`src/rtl/md_pad_pkg.sv`:
```
// Shared constants and output mux for the Sega 6-button pad model.
package md_pad_pkg;

  localparam int unsigned BTN_UP    = 0;
  localparam int unsigned BTN_DOWN  = 1;
  localparam int unsigned BTN_LEFT  = 2;
  localparam int unsigned BTN_RIGHT = 3;
  localparam int unsigned BTN_A     = 4;
  localparam int unsigned BTN_B     = 5;
  localparam int unsigned BTN_C     = 6;
  localparam int unsigned BTN_START = 7;
  localparam int unsigned BTN_X     = 8;
  localparam int unsigned BTN_Y     = 9;
  localparam int unsigned BTN_Z     = 10;
  localparam int unsigned BTN_MODE  = 11;

  localparam int unsigned PIN_W = 7;
  localparam int unsigned BTN_W = 12;
  localparam int unsigned PH_W  = 3;

  // Even phases are TH high, odd phases TH low.
  localparam logic [PH_W-1:0] PH_HI0 = 3'd0;
  localparam logic [PH_W-1:0] PH_LO0 = 3'd1;
  localparam logic [PH_W-1:0] PH_HI1 = 3'd2;
  localparam logic [PH_W-1:0] PH_LO1 = 3'd3;
  localparam logic [PH_W-1:0] PH_HI2 = 3'd4;
  localparam logic [PH_W-1:0] PH_LO2 = 3'd5;
  localparam logic [PH_W-1:0] PH_HI3 = 3'd6;
  localparam logic [PH_W-1:0] PH_LO3 = 3'd7;

  // 1.5 ms of MCLK at the NTSC master clock, rounded up.
  localparam int unsigned MCLK_HZ         = 53_693_175;
  localparam int unsigned TIMEOUT_DEFAULT = (MCLK_HZ * 3 + 1999) / 2000;

  // Active-low pin pattern for a given phase; bit 6 mirrors TH.
  function automatic logic [PIN_W-1:0] pad_mux(input logic [PH_W-1:0] phase,
                                               input logic             th,
                                               input logic [BTN_W-1:0] btn);
    logic [BTN_W-1:0] n;
    n = ~btn;
    case (phase)
      PH_LO0, PH_LO1: pad_mux = {th, n[BTN_START], n[BTN_A], 2'b00, n[BTN_DOWN], n[BTN_UP]};
      PH_LO2:         pad_mux = {th, n[BTN_START], n[BTN_A], 4'b0000};
      PH_HI3:         pad_mux = {th, n[BTN_C], n[BTN_B], n[BTN_MODE], n[BTN_X], n[BTN_Y], n[BTN_Z]};
      PH_LO3:         pad_mux = {th, n[BTN_START], n[BTN_A], 4'b1111};
      default:        pad_mux = {th, n[BTN_C], n[BTN_B], n[BTN_RIGHT], n[BTN_LEFT],
                                 n[BTN_DOWN], n[BTN_UP]};
    endcase
  endfunction

endpackage

```
`src/rtl/md_pad6.sv`:
```
// One Sega control pad on a controller port: TH-toggle phase counter with
// inactivity timeout, returning registered active-low pin levels.
module md_pad6
  import md_pad_pkg::*;
#(
  parameter int unsigned SIX_BUTTON = 1,
  parameter int unsigned TIMEOUT    = TIMEOUT_DEFAULT,
  parameter int unsigned TW         = 17
) (
  input  logic             MCLK,
  input  logic             ext_reset,
  input  logic [6:0]       port_o,
  input  logic [6:0]       port_d,
  input  logic [11:0]      btn,
  output logic [6:0]       port_i
);

  logic            th;
  logic            th_edge;
  logic            th_q;
  logic [PH_W-1:0] phase_q, phase_d;
  logic [TW-1:0]   timer_q, timer_d;
  logic [PIN_W-1:0] pins_q, pins_d;
  logic            unused_pins;

  // Pins 5:0 are always driven by the pad, so their port levels are ignored.
  assign unused_pins = ^{port_o[5:0], port_d[5:0]};

  // An undriven TH pin is pulled high.
  assign th      = port_d[6] ? 1'b1 : port_o[6];
  assign th_edge = (th != th_q);

  always_comb begin
    phase_d = phase_q;
    timer_d = timer_q;
    if (SIX_BUTTON != 0) begin
      if (th_edge) begin
        phase_d = phase_q + PH_W'(1);
        timer_d = '0;
      end else if (timer_q == TW'(TIMEOUT)) begin
        phase_d = {2'b00, ~th};
      end else begin
        timer_d = timer_q + TW'(1);
      end
    end else begin
      phase_d = {2'b00, ~th};
      timer_d = '0;
    end
    pins_d = pad_mux(phase_d, th, btn);
  end

  always_ff @(posedge MCLK or posedge ext_reset) begin
    if (ext_reset) begin
      th_q    <= 1'b1;
      phase_q <= PH_HI0;
      timer_q <= '0;
      pins_q  <= 7'h7f;
    end else begin
      th_q    <= th;
      phase_q <= phase_d;
      timer_q <= timer_d;
      pins_q  <= pins_d;
    end
  end

  assign port_i = pins_q;

endmodule

```
`config.mk`:
```
export PLATFORM = sky130hd
export DESIGN_NAME = md_pad6
export DESIGN_NICKNAME = d
export VERILOG_FILES = /design/src/rtl/md_pad_pkg.sv /design/src/rtl/md_pad6.sv
export SDC_FILE = /design/constraint.sdc
export NUM_CORES = 1
export LEC_CHECK = 0
export CORE_MARGIN = 1.5
export CORE_UTILIZATION = 49
export CTS_CLUSTER_SIZE = 12
export DETAILED_ROUTE_END_ITERATION = 8
export GPL_ROUTABILITY_DRIVEN = 0
export PLACE_DENSITY = 0.79
export REMOVE_ABC_BUFFERS = 1
export SLEW_MARGIN = 0
export SYNTH_ARGS = -nofsm -noshare
export SYNTH_HDL_FRONTEND = slang
export SYNTH_SLANG_ARGS = --single-unit
```
`constraint.sdc`:
```
create_clock -name MCLK -period 2.2 [get_ports MCLK]
set_input_delay 0.55 -clock MCLK [delete_from_list [all_inputs] [get_ports MCLK]]
set_output_delay 0.55 -clock MCLK [all_outputs]
set_load 0.005 [all_outputs]
```
==> summary.txt <==
Outcome - completed
Utilization after layout - 63.4%
Most used flip-flop cell after synthesis - sky130_fd_sc_hd__dfrtp_1
Worst supply voltage drop on vdd - 457 uV
Setup fix buffers added after clock tree synthesis - 0
Setup crit end kind - flop
Combined global-route utilization of all metal layers - 21.6%
Sequential cell area fraction in the yosys report - 44.9%
Cell chosen for the clock root - sky130_fd_sc_hd__clkbuf_4
Type of element launching the critical path - primary input
Delay contributed by the slowest stage of the critical path - 0.45 ns
Detailed Place HPWL - 2510 um
Standard-cell row count - 20
Total clock buffers created by CTS - 3
Fraction of final layout cells with drive strength greater than 1 - 18.4%
Tot Pwr - 1.35 mW
CP max FO - 4
Number of antenna violations at the first check in global routing - 0
Total of buffers placed on input and output ports - 22
Most Frequent Cell on Critical Path - sky130_fd_sc_hd__buf_4
Synth warn - 0
Die boundary width - 58.8 um
Final setup violation count - 0
Height of the die - 58.8 um
Number of clock sinks - 27
Distinct cell type count of the synthesized netlist - 44
H-tree lvl count - 1
Synthesized instance count - 152
Slew at the pin closest to its max-slew limit - 0.561 ns
DRT Pass-1 Iters - 4
CP top delay family - buffers and inverters
CP Capture Point - port_i[1]
Total non-filler cell area in the finished layout - 0.00190 mm2
DR WL/cell - 15.3 um
Placed standard-cell area - 0.00186 mm2
Cells taking the most area after synthesis - sky130_fd_sc_hd__dfrtp_1, sky130_fd_sc_hd__dfstp_2, sky130_fd_sc_hd__xnor2_1, sky130_fd_sc_hd__nor2_1, sky130_fd_sc_hd__inv_1
Leak pwr - 0.790 nW
Worst slew margin - 61.7%
Critical-path top delay cell - sky130_fd_sc_hd__clkdlybuf4s50_1
Clk_skew - 0.00661 ns
CORE AREA - 0.00300 mm2
Post-synth ARST share - 100%
Initial core utilization - 50.8%
Endpoints failing hold - 0
DRC violation total after the first TritonRoute iteration - 69
Synthesized area - 0.00153 mm2
Count leader, synth - sky130_fd_sc_hd__dfrtp_1
Fraction of synthesized cell area taken by the top area cell type - 32.8%
I/O Pins - 35
TritonCTS clock tree - done
Total length of routed wires - 3340 um
Synthesized area per cell - 10.0 um2
Final clock period utilization by the worst path - 96.6%
Worst min-delay path class - primary input to asynchronous set/reset pin
Start point of the critical path - port_d[6]
Max-cap violation count - 0
Setup slack, reg-to-reg - 0.16 ns
Via count of the first global-routing pass - 1,322
Cell breakdown of the critical path - clkdlybuf4s50_1, or2_1, a221oi_1, buf_4, o41ai_4, buf_4, o32ai_1, o221ai_1
Tightest hold margin - 0.535 ns
First-pass GRT wire length - 5800 um
Power density over the cells - 709 mW/mm2
Latest clock arrival within the worst-skew pair - 0.33 ns
Cell type contributing the most total cell area after synthesis - sky130_fd_sc_hd__dfrtp_1
Total via count after detailed routing - 1,296
Count of cell instances traversed by the critical path - 8
Startpoint-to-endpoint class of the critical path - primary input to flop
Required time of the worst setup path - 2.44 ns
Final critical path time including I/O delays and setup - 2.12 ns
CP bufs+invs - 3
Layout area overhead - 24.8%
N_diodes - 0
Fmax - 471 MHz
Number of cells in the design after placement - 214
Deepest clock path buffer count - 2
Critical register-to-register path endpoint - timer_q[15]
Largest net degree at the start of global routing - 28
Worst reg2reg startpoint - timer_q[5]
Net total in the final layout - 217
Count of cells resized by post-cts repair - 0
Number of standard cells in the layout, taps in and fillers out - 218
DRC violations left - 0
Via count normalized by instance count - 5.94
Cells on worst reg2reg path - 5
Flip-flop and latch count after synthesis - 27
Crit path arrival time - 2.37 ns
Area of the die - 0.00346 mm2
Synth cell count leaders - sky130_fd_sc_hd__dfrtp_1, sky130_fd_sc_hd__nor2_1, sky130_fd_sc_hd__xnor2_1, sky130_fd_sc_hd__inv_1, sky130_fd_sc_hd__nand2_1
Number of synthesized flops with an enable pin - 0
GRT Residual Overflow - 0
Max-slew violation count - 0
Count of nets left with antenna violations after detail routing - 0
Hold-fix buffer count after cts - 0
Clock Pin Slew Worst Setup and Hold Paths - 0.15 ns
-- area by class of cell --
cell class | instances | area [um2]
flip-flops and latches | 27 | 684
fillers | 253 | 1100
clock buffers | 4 | 26.3
well taps | 33 | 41.3
inverters | 11 | 41.3
multi-input cells | 108 | 779
repair buffers | 35 | 330
-- worst min path at each step --
stage | end | slack, ns
after floorplan | timer_q[16] | 0.50
after global placement | timer_q[16] | 0.52
after detailed placement | timer_q[16] | 0.54
after CTS | timer_q[13] | 0.54
after global routing | timer_q[13] | 0.55
final | timer_q[13] | 0.54
-- worst reg2reg max path: stages (launching register included) --
cell and delay, ns:
sky130_fd_sc_hd__dfrtp_1 0.52, sky130_fd_sc_hd__and4_4 0.31, sky130_fd_sc_hd__nand4_4 0.13, sky130_fd_sc_hd__a2111o_1 0.49, sky130_fd_sc_hd__or3_1 0.38, sky130_fd_sc_hd__a21oi_1 0.14
-- layer usage --
metal	track usage, %	wire length (um)	vias to the layer above
li1	-	-	618
met1	27.0	1480	636
met2	38.4	1730	38
met3	2.64	108	4
met4	7.14	23	0
met5	0	0	-
-- sequential cells by signal, summed over array words and instances, names as in the netlist --
name / count
phase_q: 3
port_i: 7
timer_q: 17
-- cells in the final DEF, fill, tap and decap left out, drive strengths merged, types with 2 or more instances in the layout --
| cell type | n |
|---|---|
| clkdlybuf4s50 | 22 |
| dfrtp | 20 |
| nor2 | 14 |
| buf | 13 |
| xnor2 | 12 |
| inv | 11 |
| nand2 | 11 |
| a21oi | 7 |
| dfstp | 7 |
| or3 | 6 |
| nand3 | 5 |
| o21ai | 5 |
| nor3 | 5 |
| o32ai | 4 |
| clkbuf | 4 |
| a2111oi | 3 |
| ha | 3 |
| or2 | 3 |
| nor2b | 2 |
| and3 | 2 |
| and4 | 2 |
| a211oi | 2 |
| o221ai | 2 |
| o31ai | 2 |
| mux2i | 2 |
| nand4 | 2 |
-- stage by stage --
step,TNS (ns),setup WS (ns)
2_1_floorplan,-0.138,-0.0677
3_3_place_gp,-1.10,-0.241
3_5_place_dp,-1.52,-0.325
4_1_cts,0,0.00632
5_1_grt,-0.00139,-0.00139
6_report,0,0.0756
-- cells by family after synthesis --
family,after synthesis,synth area share [%]
mux,2,1.31
buf+inv,17,5.17
compound gates,32,16.1
fa+ha+maj,3,2.46
flops,27,44.9
simple gates,58,22.6
xor+xnor,13,7.47
-- power breakdown --
| group | leakage, nW | internal [mW] | total [mW] | switching [mW] |
|---|---|---|---|---|
| logic | 0.431 | 0.255 | 0.468 | 0.213 |
| clock network | 0.0150 | 0.0710 | 0.222 | 0.151 |
| registers | 0.344 | 0.604 | 0.659 | 0.0548 |
No activity file was read; power rests on OpenSTA's default activity.
